File: config.mk
export PLATFORM = sky130hd
export DESIGN_NAME = mem_stage_lsu
export DESIGN_NICKNAME = d
export VERILOG_FILES = /design/src/rtl/mem_stage_lsu.sv
export SDC_FILE = /design/constraint.sdc
export NUM_CORES = 1
export LEC_CHECK = 0
export ABC_AREA = 1
export BUFFER_PORTS_ARGS = -buffer_cell sky130_fd_sc_hd__buf_2
export CAP_MARGIN = 10
export CORE_MARGIN = 1
export CORE_UTILIZATION = 35
export DETAILED_ROUTE_END_ITERATION = 10
export GPL_TIMING_DRIVEN = 0
export PLACE_DENSITY = 0.69
export SETUP_SLACK_MARGIN = 0.2
export SLEW_MARGIN = 20
export SYNTH_ARGS = -nofsm -noshare
export SYNTH_HDL_FRONTEND = slang
export SYNTH_SLANG_ARGS = --single-unit
File: constraint.sdc
create_clock -name clk -period 2.23 [get_ports clk]
set_input_delay 0.3345 -clock clk [delete_from_list [all_inputs] [get_ports clk]]
set_output_delay 0.3345 -clock clk [all_outputs]
set_load 0.05 [all_outputs]
File: src/rtl/mem_stage_lsu.sv
// MEM-stage load/store unit: drives the data-memory req/ack bus, stalls the EX/MEM stage while waiting, and owns MEM/WB.
// Optional build macro MEM_MISALIGN_TRAP_EN: trap misaligned halfword/word accesses instead of dropping the low address bits.
module mem_stage_lsu #(
    parameter int DMEM_TIMEOUT = 15
) (
    input  logic        clk,
    input  logic        rst,
    input  logic [31:0] alu_result_mem,
    input  logic [31:0] rs2_data_mem,
    input  logic [4:0]  rd_mem,
    input  logic        mem_write_mem,
    input  logic        mem_read_mem,
    input  logic [2:0]  mem_load_type_mem,
    input  logic [1:0]  mem_store_type_mem,
    input  logic        wb_reg_file_mem,
    input  logic        memtoreg_mem,
    output logic        dmem_req,
    output logic        dmem_we,
    output logic [31:0] dmem_addr,
    output logic [3:0]  dmem_be,
    output logic [31:0] dmem_wdata,
    input  logic        dmem_ack,
    input  logic [31:0] dmem_rdata,
    output logic        mem_stall,
    output logic [31:0] wb_data_wb,
    output logic [4:0]  rd_wb,
    output logic        wb_reg_file_wb,
    output logic        misalign_err,
    output logic        bus_err
);
    localparam int CW = (DMEM_TIMEOUT > 2) ? $clog2(DMEM_TIMEOUT) : 1;
    localparam logic [CW-1:0] CNT_LAST = CW'((DMEM_TIMEOUT > 0) ? DMEM_TIMEOUT - 1 : 0);

    localparam logic [2:0] LT_LB = 3'b000, LT_LH = 3'b001, LT_LW = 3'b010,
                           LT_LBU = 3'b011, LT_LHU = 3'b100;
    localparam logic [1:0] ST_SB = 2'b00, ST_SH = 2'b01, ST_SW = 2'b10;

    typedef enum logic {S_IDLE, S_WAIT} state_t;

    state_t        state_q, state_d;
    logic [CW-1:0] count_q, count_d;
    logic [31:0]   wb_data_q;
    logic [4:0]    rd_q;
    logic          wb_we_q;

    logic          access, half_acc, word_acc, misalign, issue;
    logic          req, stall, abort;
    logic [1:0]    byte_off;
    logic [31:0]   shifted, load_data, store_wdata;
    logic [3:0]    store_be;

    // A store wins when both read and write are flagged, so size decoding follows the store type.
    always_comb begin
        access   = mem_read_mem | mem_write_mem;
        half_acc = 1'b0;
        word_acc = 1'b0;
        if (mem_write_mem) begin
            half_acc = (mem_store_type_mem == ST_SH);
            word_acc = (mem_store_type_mem == ST_SW);
        end else if (mem_read_mem) begin
            half_acc = (mem_load_type_mem == LT_LH) || (mem_load_type_mem == LT_LHU);
            word_acc = (mem_load_type_mem == LT_LW);
        end
        byte_off = word_acc ? 2'b00 : (half_acc ? {alu_result_mem[1], 1'b0} : alu_result_mem[1:0]);
    end

`ifdef MEM_MISALIGN_TRAP_EN
    assign misalign = access & ((half_acc & alu_result_mem[0]) | (word_acc & (|alu_result_mem[1:0])));
`else
    assign misalign = 1'b0;
`endif

    assign issue = access & ~misalign;

    always_comb begin
        state_d = state_q;
        count_d = count_q;
        req     = 1'b0;
        stall   = 1'b0;
        abort   = 1'b0;
        case (state_q)
            S_IDLE: begin
                count_d = '0;
                if (issue) begin
                    req = 1'b1;
                    if (!dmem_ack) begin
                        stall   = 1'b1;
                        state_d = S_WAIT;
                    end
                end
            end
            S_WAIT: begin
                count_d = (count_q == {CW{1'b1}}) ? count_q : count_q + 1'b1;
                if (dmem_ack) begin
                    req     = 1'b1;
                    state_d = S_IDLE;
                end else if (DMEM_TIMEOUT != 0 && count_q == CNT_LAST) begin
                    abort   = 1'b1;
                    state_d = S_IDLE;
                end else begin
                    req   = 1'b1;
                    stall = 1'b1;
                end
            end
            default: state_d = S_IDLE;
        endcase
    end

    always_comb begin
        shifted = dmem_rdata >> {byte_off, 3'b000};
        case (mem_load_type_mem)
            LT_LB:   load_data = {{24{shifted[7]}}, shifted[7:0]};
            LT_LH:   load_data = {{16{shifted[15]}}, shifted[15:0]};
            LT_LBU:  load_data = {24'b0, shifted[7:0]};
            LT_LHU:  load_data = {16'b0, shifted[15:0]};
            default: load_data = shifted;
        endcase
    end

    always_comb begin
        case (mem_store_type_mem)
            ST_SB: begin
                store_be    = 4'b0001 << alu_result_mem[1:0];
                store_wdata = {4{rs2_data_mem[7:0]}};
            end
            ST_SH: begin
                store_be    = alu_result_mem[1] ? 4'b1100 : 4'b0011;
                store_wdata = {2{rs2_data_mem[15:0]}};
            end
            ST_SW: begin
                store_be    = 4'b1111;
                store_wdata = rs2_data_mem;
            end
            default: begin
                store_be    = 4'b0000;
                store_wdata = rs2_data_mem;
            end
        endcase
    end

    assign dmem_req     = req & ~rst;
    assign dmem_we      = mem_write_mem;
    assign dmem_addr    = {alu_result_mem[31:2], 2'b00};
    assign dmem_be      = mem_write_mem ? store_be : (mem_read_mem ? 4'b1111 : 4'b0000);
    assign dmem_wdata   = store_wdata;
    assign mem_stall    = stall & ~rst;
    assign bus_err      = abort & ~rst;
    assign misalign_err = misalign & ~rst;

    always_ff @(posedge clk or posedge rst) begin
        if (rst) begin
            state_q <= S_IDLE;
            count_q <= '0;
        end else begin
            state_q <= state_d;
            count_q <= count_d;
        end
    end

    // MEM/WB: a stalled cycle inserts a bubble; aborted or trapped accesses never write back.
    always_ff @(posedge clk or posedge rst) begin
        if (rst) begin
            wb_data_q <= '0;
            rd_q      <= '0;
            wb_we_q   <= 1'b0;
        end else if (stall) begin
            wb_data_q <= '0;
            rd_q      <= '0;
            wb_we_q   <= 1'b0;
        end else begin
            wb_data_q <= memtoreg_mem ? load_data : alu_result_mem;
            rd_q      <= rd_mem;
            wb_we_q   <= wb_reg_file_mem & ~abort & ~misalign;
        end
    end

    assign wb_data_wb     = wb_data_q;
    assign rd_wb          = rd_q;
    assign wb_reg_file_wb = wb_we_q;
endmodule

; ---- After elaboration in Yosys (flattened, before gate mapping)
; Index checks and enable logic that the tools add are counted.
[classes]
shifts = 2
addsub = 1
n_mux = 29
n_reduce_logical = 3
bitwise_logic = 8
n_eq_ne = 9
[op_table]
columns = operator, count
row1 = 32-bit case mux with 4 select lines, 1
row2 = 32-bit two-way mux, 2
row3 = 32-bit case mux with 2 select lines, 1
row4 = 32-bit by 5-bit right shift with 32-bit output, 1
row5 = 4-bit two-way mux, 4
row6 = 1-bit two-way mux, 15
row7 = 4-bit case mux with 3 select lines, 1
row8 = "4-bit equality test, second input constant", 2
row9 = 4-bit case mux with 2 select lines, 1
row10 = "3-bit by 2-bit equality test with 1-bit output, second input constant", 2
row11 = 5-bit two-way mux, 1
row12 = "4-bit by 1-bit adder with 4-bit output, second input constant", 1
row13 = 1-bit AND, 4
row14 = 1-bit case mux with 2 select lines, 2
row15 = "1-bit by 2-bit left shift with 4-bit output, first input constant", 1
row16 = "3-bit by 1-bit equality test with 1-bit output, second input constant", 1
row17 = "3-bit equality test, second input constant", 1
row18 = 3-bit zero test, 1
row19 = 1-bit inverter, 3
row20 = "2-bit by 1-bit equality test with 1-bit output, second input constant", 1
row21 = "2-bit equality test, second input constant", 1
row22 = 2-bit zero test, 1
row23 = 2-bit two-way mux, 1
row24 = "2-bit != test, second input constant", 1
row25 = other kinds (2), 2
[totals]
elab_cells = 57
in_bits = 113
out_inout_bits = 111
register_bits = 43

; ---- Depth between registers and ports, before layout
[logic_depth]
depth_word = 10
ltp_mapped = 14
ltp_nobuf = 13

; ---- Worst setup path before layout
; OpenSTA, ideal clock, no wires.
[synth_path]
path_kind = input to output
start = in mem_store_type_mem[1]
end = out dmem_be[0]
path_buffers = 1
cell_stages = 6
required_ns = 1.896
setup_slack_ns = -0.163
arrival_ns = 2.059
cell_sequence = buf_6 inv_4 nand2_1 o21ai_0 a31oi_1 o21ai_0
[synth_via]
elab_chain_len = 3
elab_cells_between_ends = 5
cone_classes = eq/ne (2) / mux (2) / reduce/logical (1)
[synth_lines]
columns = element, line
row1 = from (decl), 14  ; input logic [1:0] mem_store_type_mem,
row2 = "2-bit equality test, or another cell as far along", 121  ; case (mem_store_type_mem)
row3 = 4-bit case mux with 3 select lines (*), 121
row4 = 4-bit two-way mux (*), 144  ; assign dmem_be = mem_write_mem ? store_be : (mem_read_mem ? 4'b1111 : 4'b0000);
row5 = to (decl), 20  ; output logic [3:0] dmem_be,
; Every way passes the cells marked *; elsewhere a longest branch is shown, timed or not.

; ---- Worst setup path after layout
[layout_path]
start = reg count_q[1]
end = out mem_stall
[layout_via]
elab_chain_len = 5
[layout_lines]
columns = element, line
row1 = from (decl), 41  ; logic [CW-1:0] count_q, count_d;
row2 = from (signal assigned), 156  ; count_q <= count_d;
row3 = 4-bit equality test, 97  ; end else if (DMEM_TIMEOUT != 0 && count_q == CNT_LAST) begin
row4 = 1-bit two-way mux, 97
row5 = 1-bit two-way mux, 94  ; if (dmem_ack) begin
row6 = 1-bit case mux with 2 select lines, 81  ; case (state_q)
row7 = 1-bit AND, 146  ; assign mem_stall = stall & ~rst;
row8 = to (decl), 24  ; output logic mem_stall,
; Every way passes these cells.

==> run metrics <==
status complete, no violations; H-tree level count 2; die span in x 100 um; worst min path class in -> async; busiest grt layer met2; Synth Instances 499; Hold Vio Cnt, Final 0; ANT nets after route 0; Clock Tree Root clkbuf_8; Final Critical Period 1.95 ns; Skew-Pair Late Insertion Delay 0.31 ns; GR Layer Usage met2 39.3%; LEAKAGE around 2.8 nW; CTS max path bufs 2; I/O pin count 224; slowest CP cell dfrtp_1; crit path kind reg -> out; Setup Viol. Count Final 0; M1 GR Usage between 20% and 30%; GR Layer Usage met3 2.72%; Port-buffer cells 218; Cell Area, Synth 3360 um^2; FFs w/ async S/R, synth 100%; fin util 51.6%; Tot GR Track Use between 20% and 30%; Final Wtd Congestion 0.867; VDD IR max ~0.29 mV; Slew HR 62.7%; Initial Utilization about 36%; final instance area 4790 um^2; max incr delay on CP 0.43 ns; Synth area leaders dfrtp_1, nand2_1, buf_4, o21ai_0, inv_1; Startpoint Class flop; DRC Markers 0; Worst Max-Slew Pin Slew 0.559 ns; area share of the leading cell type in the synthesized netlist 32.0%; Layout area overhead 42.5%; DRT iter0 DRCs 177; number of global-route vias before repair 3785; Pwr Density 573 nW/um^2; Seq/Total Area, Yosys around a third; Max Slew Vio Count 0; CP delay by family, top flip-flops; Reg clk slew, reported paths 0.09 ns; Post-DP HPWL 9.37 mm; Final Cycle Share between 80% and 90%; critical path data required time 1.90 ns; Max Freq 512 MHz; crit path DAT 1.62 ns; synth unique cells 28; Total Die Area 10000 um^2; vias 4010; core region area roughly 9300 um^2; total gr overflow 0; area post-placement 4650 um^2; Final Worst Setup Slack 0.275 ns; cts hold-fix bufs 0; Reg2Reg Depth 8; Post-synth top flop dfrtp_1; Die Y ~100 um; routed vias/inst 4.66; critical-path maximum fanout 10; #FFs+latches synth 43; CTS tree built; clock skew ~0.0085 ns; CP Buf/Inv Count 2; reg2reg setup slack 0.55 ns; max_cap viols 0; initial antenna violation count 0; CP cell instances ha_1 > nand2_2 > nand2_2 > clkbuf_8 > nor2_1 > buf_6; Rows 35; Final #Nets 844; Synth area leader dfrtp_1; RSZ-0062 raised after global routing yes; Routed WL per cell 13.3 um; Mapped Avg Cell Area 6.73 um^2; global-route wire length before repair between 15 and 20 mm; Detailed Route WL 11.5 mm; total CTS buffers 5; Setup WS pre-CTS 0.229 ns; crit end category output port; share of cells above drive strength 1 42.6%; synthesis warning total 0; Post-synth EDFFs 0; RR Startpoint count_q[1]; drt first pass iters 5; Fillers 986; largest net degree at the start of global routing 29; reg2reg end wb_data_wb[11]; setup tns final 0 ns; CTS Sinks 43; Top cell by count, worst path nand2_2
## layout by cell type, fill, tap and decap left out, drive strengths merged
cell type,count
o211ai,16
a21oi,21
ha,2
o31ai,7
clkinvlp,2
nor2,53
a31oi,5
conb,3
nor3,4
nand4,3
nand2,127
dfrtp,43
buf,272
nand3,28
inv,58
clkbuf,21
diode,1
o21ai,65
## flip-flops by register name (all words and copies together), names as in the netlist
| signal | count |
|---|---|
| wb_data_wb | 32 |
| count_q | 4 |
| state_q | 1 |
| wb_reg_file_wb | 1 |
| rd_wb | 5 |
## worst max-delay path by stage
stage	startpoint	endpoint	slack, ns	cells past startpoint
2_1_floorplan	mem_store_type_mem[1]	dmem_wdata[10]	0.13	4
3_3_place_gp	mem_write_mem	mem_stall	0.26	7
3_5_place_dp	mem_write_mem	mem_stall	0.23	7
4_1_cts	count_q[0]	mem_stall	0.23	7
5_1_grt	mem_store_type_mem[1]	dmem_be[1]	0.16	7
6_report	count_q[1]	mem_stall	0.28	6
## cells in the mapped netlist, drive strengths merged (5+ instances only)
cell and n:
a21oi 21, a31oi 5, buf 51, clkbuf 16
dfrtp 43, inv 57, nand2 127, nand3 28
nor2 53, o211ai 16, o21ai 65, o31ai 7
## power by group
group / switching [mW] / internal (mW)
registers: 0.0204 / 0.846
clock network: 0.309 / 0.224
logic: 0.968 / 0.379
total: 1.30 / 1.45
## layer usage
| layer | vias to the layer above | part of all wire [%] | routed length (um) |
|---|---|---|---|
| li1 | 2027 | - | - |
| met3 | 24 | 5.2 | 592 |
| met4 | 0 | 2.3 | 269 |
| met5 | - | 0 | 0 |
| met1 | 1808 | 43 | 4890 |
| met2 | 151 | 50 | 5720 |
## cell families (layout without fill, tap and decap cells)
group	after synthesis	after routing	synth area share (%)
AOI/OAI and AO/OA	114	114	19.6
adders and majority gates	2	2	0.744
buffers and inverters	124	353	20.2
DFF	43	43	32.0
other	1	4	0.112
and+or+nand+nor	215	215	27.3
## per-stage QoR
stage	hold slack, ns	cells	total power [mW]
floorplan	0.441	501	1.85
CTS	0.0535	858	2.75
global route	0.0748	859	2.89
finish	0.0459	860	2.75
global placement	0.494	848	2.19
detailed placement	0.388	849	2.21
## cell type report
type / count / area, um^2 / area share, %
flip-flops and latches: 43 / 1080 / 22.5
inverters: 57 / 219 / 4.57
plain buffers: 67 / 470 / 9.82
clock buffers: 5 / 68.8 / 1.44
diodes: 1 / 2.50 / 0.0522
well taps: 129 / 161 / 3.37
repair buffers: 221 / 1130 / 23.6
clock inverters: 3 / 23.8 / 0.496
multi-input cells: 334 / 1640 / 34.1
## repair_timing
item,in CTS,in global routing
buffers inserted,1,1
endpoints found under the setup margin,1,5
resized for setup,7,4
endpoints found under the hold margin,0,0
Power figures use the tool's default switching activity.
